===== src/rtl/dict_pkg.sv =====
// Shared sizes and types for the compression dictionary buffer.
// One entry is a 64-byte line built from sixteen 32-bit words.
package dict_pkg;
  localparam int DICT_WORD_W  = 32;
  localparam int DICT_WORDS   = 16;
  localparam int DICT_ENTRY_W = DICT_WORD_W * DICT_WORDS;

  typedef logic [DICT_WORD_W-1:0]  dict_word_t;
  typedef logic [DICT_ENTRY_W-1:0] dict_entry_t;
endpackage


===== src/rtl/dict_wr_ctrl.sv =====
// Write-side bookkeeping for the dictionary entry: slot pointer, word count
// and the full flag. The storage itself lives in fifo_dict.
module dict_wr_ctrl #(
  parameter int WORDS = 16,
  localparam int PW = $clog2(WORDS),
  localparam int CW = $clog2(WORDS) + 1
) (
  input  logic          clk,
  input  logic          reset,
  input  logic          wr,
  output logic [PW-1:0] wr_ptr,
  output logic [CW-1:0] count,
  output logic          full
);

  logic [PW-1:0] wr_ptr_next;
  logic [CW-1:0] count_next;

  // A write into a full entry starts the replacement line, so count drops to 1
  // rather than staying saturated; the pointer wraps naturally (power of two).
  always_comb begin
    wr_ptr_next = wr_ptr;
    count_next  = count;
    if (wr) begin
      wr_ptr_next = wr_ptr + PW'(1);
      count_next  = full ? CW'(1) : count + CW'(1);
    end
  end

  always_ff @(posedge clk or posedge reset) begin
    if (reset) begin
      wr_ptr <= '0;
      count  <= '0;
    end else begin
      wr_ptr <= wr_ptr_next;
      count  <= count_next;
    end
  end

  assign full = (count == CW'(WORDS));

endmodule


===== src/rtl/fifo_dict.sv =====
// Single-entry dictionary buffer: accumulates one word per write into a flat
// entry that is exposed continuously to the match logic; full lines are replaced in place.
module fifo_dict
  import dict_pkg::*;
#(
  parameter int DATA_WIDTH      = DICT_WORD_W,
  parameter int WORDS_PER_ENTRY = DICT_WORDS,
  localparam int ENTRY_WIDTH    = DATA_WIDTH * WORDS_PER_ENTRY
) (
  input  logic                   clk,
  input  logic                   reset,
  input  logic                   wr,
  input  logic [DATA_WIDTH-1:0]  w_data,
  output logic [ENTRY_WIDTH-1:0] r_data,
  output logic                   full
);

  localparam int PW = $clog2(WORDS_PER_ENTRY);
  localparam int CW = $clog2(WORDS_PER_ENTRY) + 1;

  // Writes are never back-pressured: wr alone commits w_data at the edge,
  // there is no ready, and the consumer samples r_data whenever it likes.
  logic [PW-1:0]         wr_ptr;
  logic [CW-1:0]         count;
  logic [DATA_WIDTH-1:0] mem [WORDS_PER_ENTRY];

  dict_wr_ctrl #(
    .WORDS (WORDS_PER_ENTRY)
  ) u_wr_ctrl (
    .clk    (clk),
    .reset  (reset),
    .wr     (wr),
    .wr_ptr (wr_ptr),
    .count  (count),
    .full   (full)
  );

  always_ff @(posedge clk or posedge reset) begin
    if (reset) begin
      for (int k = 0; k < WORDS_PER_ENTRY; k++) mem[k] <= '0;
    end else if (wr) begin
      mem[wr_ptr] <= w_data;
    end
  end

  // Straight wiring of the registers: no read mux between storage and output.
  for (genvar g = 0; g < WORDS_PER_ENTRY; g++) begin : g_view
    assign r_data[g*DATA_WIDTH +: DATA_WIDTH] = mem[g];
  end

endmodule


===== config.mk =====
export PLATFORM = sky130hd
export DESIGN_NAME = fifo_dict
export DESIGN_NICKNAME = d
export VERILOG_FILES = /design/src/rtl/dict_pkg.sv /design/src/rtl/dict_wr_ctrl.sv /design/src/rtl/fifo_dict.sv
export SDC_FILE = /design/constraint.sdc
export NUM_CORES = 1
export LEC_CHECK = 0
export ABC_AREA = 0
export CAP_MARGIN = 10
export CORE_MARGIN = 2
export CORE_UTILIZATION = 43
export DETAILED_ROUTE_END_ITERATION = 10
export PLACE_DENSITY = 0.8
export SYNTH_ARGS = -nofsm -noshare
export SYNTH_HDL_FRONTEND = slang
export SYNTH_HIERARCHICAL = 1
export SYNTH_SLANG_ARGS = --single-unit

===== constraint.sdc =====
create_clock -name clk -period 17.9 [get_ports clk]
set_input_delay 3.58 -clock clk [delete_from_list [all_inputs] [get_ports clk]]
set_output_delay 3.58 -clock clk [all_outputs]
set_load 0.05 [all_outputs]

==> metrics.yaml, run 1 <==
status: "finished, final reports clean"
setup_viol: 0
crit_path_end: "r_data[222]"
regToRegStartpoint: "u_wr_ctrl/wr_ptr[2]"
grt_pass1_wl_um: 85500
crit_start: "reset"
yosysTopAreaCellShare_pct: 66.6
hold_buffers: 0
startpoint_type: "input port"
ff2ff_path_depth: 3
synth.largest_area_cell: "dfrtp_1"
clockRootBuffer: "clkbuf_16"
final_common_cell: "clkdlybuf4s50_1"
path_clk_slew_ps: 60
fmax_mhz: 143
cp_max_fo: 131
drt_first_pass_iters: 4
grt_pass1_vias: 13200
syn_nets: 1213
synth_top_family_by_area: "multiplexers"
start_util_pct: 43.3
hold_viol_final: 0
clock_sinks: 521
diodes: 0
ant_nets: 0
skew_ps: 14.8
core_area_mm2: 0.0452
yosysUniqueCellTypes: 26
syn_inst: 1175
cts_made_buffers: 52
std_cell_rows: 78
setup_tns_ps: 0
ys_seq_elements: 521
cts_tree: "yes"
io_pins: 548
r2r_slack_ps: 15450
synthMuxAreaShare_pct: 29.5
reg2reg_to: "r_data[279]"
cts_max_level: 2
ys_seq_area_share_pct: 66.6
synth_xor_area_share_pct: 0.179
avgSynthCellArea_um2: 16.6
yosys_warnings: 6
cp.arrival_ps: 7540
cts_buffer_depth: 3
fin_crit_sh_pct: 38.9
max_cap_viol_count: 0
die_h_um: 217
grt_max_degree: 132
drtIter0Drc: 602
synthAdderAreaFrac_pct: 0.192
most-common-layout-cells: "clkdlybuf4s50_1, dfrtp_1, mux2_2"
tightest_slew_ps: 1160
cts_setup_buffers: 0
via_per_inst: 5.26
grt_overflow: 0
antenna_found_initial: 0
worstHoldPathCells: 1
place_hpwl_um: 38800
synth_compound_area_share_pct: 0.205
synth_simple_gate_area_share_pct: 0.979
slew_viol_final: 0
path_class: "input port to asynchronous set/reset pin"
drive_gt1_share_pct: 35.4
wirelength_um: 58000
dr_total_vias: 12400
wl_per_cell_um: 24.7
postCtsResizedCells: 0
yosys-top-cells-area: "dfrtp_1, mux2_2, buf_2"
grt_usage_pct: 24.4
min_path_type: "flop to flop"
rsz0062_at_grt: "false"
slew-limit-headroom_pct: 22.5
port_buffers: 547
gp_congestion: 0.780
nFillCells: 3394
dieArea_mm2: 0.0472
critical_path_required_ps: 18470
end_kind: "asynchronous set/reset pin"
area_growth_pct: 39.7
die_x_um: 217
clock_latency_ps: 590
drc: 0
synth.cell_area_mm2: 0.0196
nets: 1742
period_minus_slack_ps: 6970
==> worst min path at each step <==
stage | end | startpoint | slack, ps
floorplan | u_wr_ctrl/count[3] | u_wr_ctrl/count[3] | 510
global placement | r_data[120] | r_data[120] | 470
detailed placement | r_data[152] | r_data[152] | 480
CTS | r_data[152] | r_data[152] | 490
global route | r_data[152] | r_data[152] | 500
finish | r_data[152] | r_data[152] | 490
==> sequential cells by signal (all words and copies together), names as in the netlist <==
register          flops
r_data              512
u_wr_ctrl/count       5
u_wr_ctrl/wr_ptr      4
==> per-layer routing <==
layer,track usage [%],share of wire (%),up-vias
li1,-,-,5191
met1,30.0,40,6555
met2,40.1,48,475
met3,7.73,7.9,131
met4,9.59,4.0,0
met5,0,0,-
==> kinds of logic (layout without fill, tap and decap cells) <==
group           Yosys count  after routing
compound gates            6              6
xor+xnor                  4              4
fa+ha+maj                 3              3
buf+inv                  92            664
flops                   521            521
mux                     513            513
simple gates             36             36
==> synth_stat cells <==
master	count
buf_2	40
nor2_1	13
dfrtp_1	521
xnor2_1	3
ha_1	3
a41oi_1	1
a21oi_1	1
mux2_2	502
nand3_1	1
nand4_1	3
mux2_1	11
nor3b_2	1
nand2b_1	6
xor2_1	1
nor2b_1	1
inv_1	5
nand3b_1	2
a311oi_1	1
or3_1	2
and4bb_1	1
o21ai_0	2
clkbuf_1	37
buf_6	3
buf_4	7
nand2_1	6
a21o_1	1
==> worst max-delay path, cell delays in order <==
cell and delay, ps:
clkdlybuf4s50_1 520, inv_8 650, buf_4 850, buf_4 820, buf_4 870
==> final cells by class <==
class | instances | area [um2] | area share (%)
repair buffers | 562 | 5600 | 20.5
clock inverters | 23 | 254 | 0.930
clock buffers | 74 | 1490 | 5.44
flip-flops and latches | 521 | 13000 | 47.7
inverters | 5 | 26.3 | 0.0962
multi-input cells | 562 | 6170 | 22.6
well taps | 600 | 751 | 2.75
==> through the flow <==
step	setup slack [ps]	instance area (um2)	hold slack, ps	instances	util (%)
finish	10930	27300	490	2347	60.5
global placement	10350	25600	471	2249	56.6
global route	10380	27300	502	2347	60.5
CTS	10820	27300	494	2346	60.4
floorplan	20.2	19600	510	1175	-
detailed placement	10200	25600	480	2249	56.6
Power of run 1 is left out: the tool's default activity adds up to more than one toggle a clock period on the data nets, which glitch-free logic cannot reach.
==> inputs of run 2 (changes only) <==
Clock period 17.9 ns to 6.05 ns, I/O delays scaled along.
==> metrics.yaml, run 2 (synthesized netlist as in run 1, its figures left out) <==
grt_pass1_wl_um: 87100  # was 85500 um
path_clk_slew_ps: 60  # about the same
drt_first_pass_iters: 4  # unchanged
cts_setup_buffers: 0  # unchanged
io_pins: 548  # unchanged
postCtsResizedCells: 0  # unchanged
die_x_um: 217  # unchanged
slew_viol_final: 0  # unchanged
status: "finished, final reports clean"  # unchanged
die_h_um: 217  # unchanged
placed_cell_area_mm2: 0.0256  # about the same
largest_register_ffs: 512  # unchanged
grt_usage_pct: 24.9  # was 24.4%
grt_overflow: 0  # unchanged
drtIter0Drc: 702  # was 602
ant_nets: 0  # unchanged
clockRootBuffer: "clkbuf_16"  # unchanged
fin_area_mm2: 0.0274  # was 0.0273 mm2
hold_buffers: 0  # unchanged
cts_buffer_depth: 3  # unchanged
cp_cell_sequence: "inv_1 > ha_1 > and4bb_1 > clkdlybuf4s50_1"  # was clkdlybuf4s50_1 > inv_8 > buf_4 > buf_4 > buf_4
multi_input_area_mm2: 0.00617  # unchanged
fin_ws_ps: 2330  # was 10930 ps
clock_sinks: 521  # unchanged
period_minus_slack_ps: 3720
startpoint_type: "flop"  # was input port
std_cell_rows: 78  # unchanged
grt_max_degree: 176  # was 132
grt_pass1_vias: 13100  # was 13200
port_buffers: 547  # unchanged
tightest_slew_ps: 1160  # about the same
place_hpwl_um: 39800  # was 38800 um
max_cap_viol_count: 0  # unchanged
register_area_mm2: 0.0130  # unchanged
fin_crit_sh_pct: 61.4
pre_cts_slack_ps: 2020  # was 10200 ps
dieArea_mm2: 0.0472  # unchanged
cp_max_fo: 5  # was 131
final_common_cell: "clkdlybuf4s50_1"  # unchanged
most-common-layout-cells: "clkdlybuf4s50_1, dfrtp_1, mux2_2"  # unchanged
drc: 0  # unchanged
core_area_mm2: 0.0452  # unchanged
wl_per_cell_um: 25.1  # was 24.7 um
clock_latency_ps: 590  # about the same
skew_ps: 18.2  # was 14.8 ps
setup_tns_ps: 0  # unchanged
critPathMaxStageDelay_ps: 890  # was 870 ps
diodes: 0  # unchanged
dr_total_vias: 12200  # was 12400
drive_gt1_share_pct: 35.2  # was 35.4%
cp.arrival_ps: 2510  # was 7540 ps
antenna_found_initial: 1  # was 0
hold_viol_final: 0  # unchanged
start_util_pct: 43.3  # unchanged
nets: 1743  # was 1742
fin_hold_ws_ps: 490  # about the same
slew-limit-headroom_pct: 22.7  # was 22.5%
cts_tree: "yes"  # unchanged
slowest_stage: "clkdlybuf4s50_1"  # was buf_4
rsz0062_at_grt: "false"  # unchanged
wirelength_um: 58800  # was 58000 um
via_per_inst: 5.22  # was 5.26
gp_congestion: 0.795  # was 0.780
fmax_mhz: 269
area_growth_pct: 39.9  # was 39.7%
setup_viol: 0  # unchanged
path_class: "flop to primary output"  # was input port to asynchronous set/reset pin
end_kind: "primary output"  # was asynchronous set/reset pin
critical_path_required_ps: 4840  # was 18470 ps
cts_made_buffers: 53  # was 52
nFillCells: 3361  # was 3394
cts_max_level: 2  # unchanged
min_path_type: "flop to flop"  # unchanged
==> run 2: worst max-delay path, delay by kind of cell, from the launching register on <==
family | cells | cell delay (ps)
AND/OR/NAND/NOR | 1 | 290
flip-flops | 1 | 430
adder cells (fa/ha/maj) | 1 | 210
buffers and inverters | 2 | 980
==> run 2: worst paths after layout <==
path	from	end	slack [ps]	cells after the start
max in group asynchronous	reset	r_data[305]	3690	3
worst min register to register	r_data[49]	r_data[49]	490	1
min in group asynchronous	reset	u_wr_ctrl/wr_ptr[1]	960	2
worst max register to register	u_wr_ctrl/wr_ptr[2]	r_data[362]	3630	4
worst max-delay path	u_wr_ctrl/count[0]	full	2330	4
worst min-delay path	r_data[49]	r_data[49]	490	1
==> run 2: final cells by class <==
class	count	area share, %
flip-flops and latches	521	47.6
multi-input cells	562	22.5
repair buffers	562	20.5
clock buffers	79	5.65
well taps	600	2.74
clock inverters	16	0.819
inverters	5	0.0823
==> run 2: layer usage <==
layer  up-vias  GRT usage [%]  share of wire, %
li1       5165              -                 -
met5         -              0                 0
met1      6506           30.8                40
met2       461           41.6                49
met3       107           7.03               7.6
met4         0           9.13               3.4
==> run 2: metrics by stage <==
stage	std cells	utilization, %
6_report	2345	60.6
5_1_grt	2345	60.6
4_1_cts	2345	60.6
3_5_place_dp	2250	56.6
3_3_place_gp	2250	56.6
2_1_floorplan	1175	-
Power of run 2 is left out for the same reason.
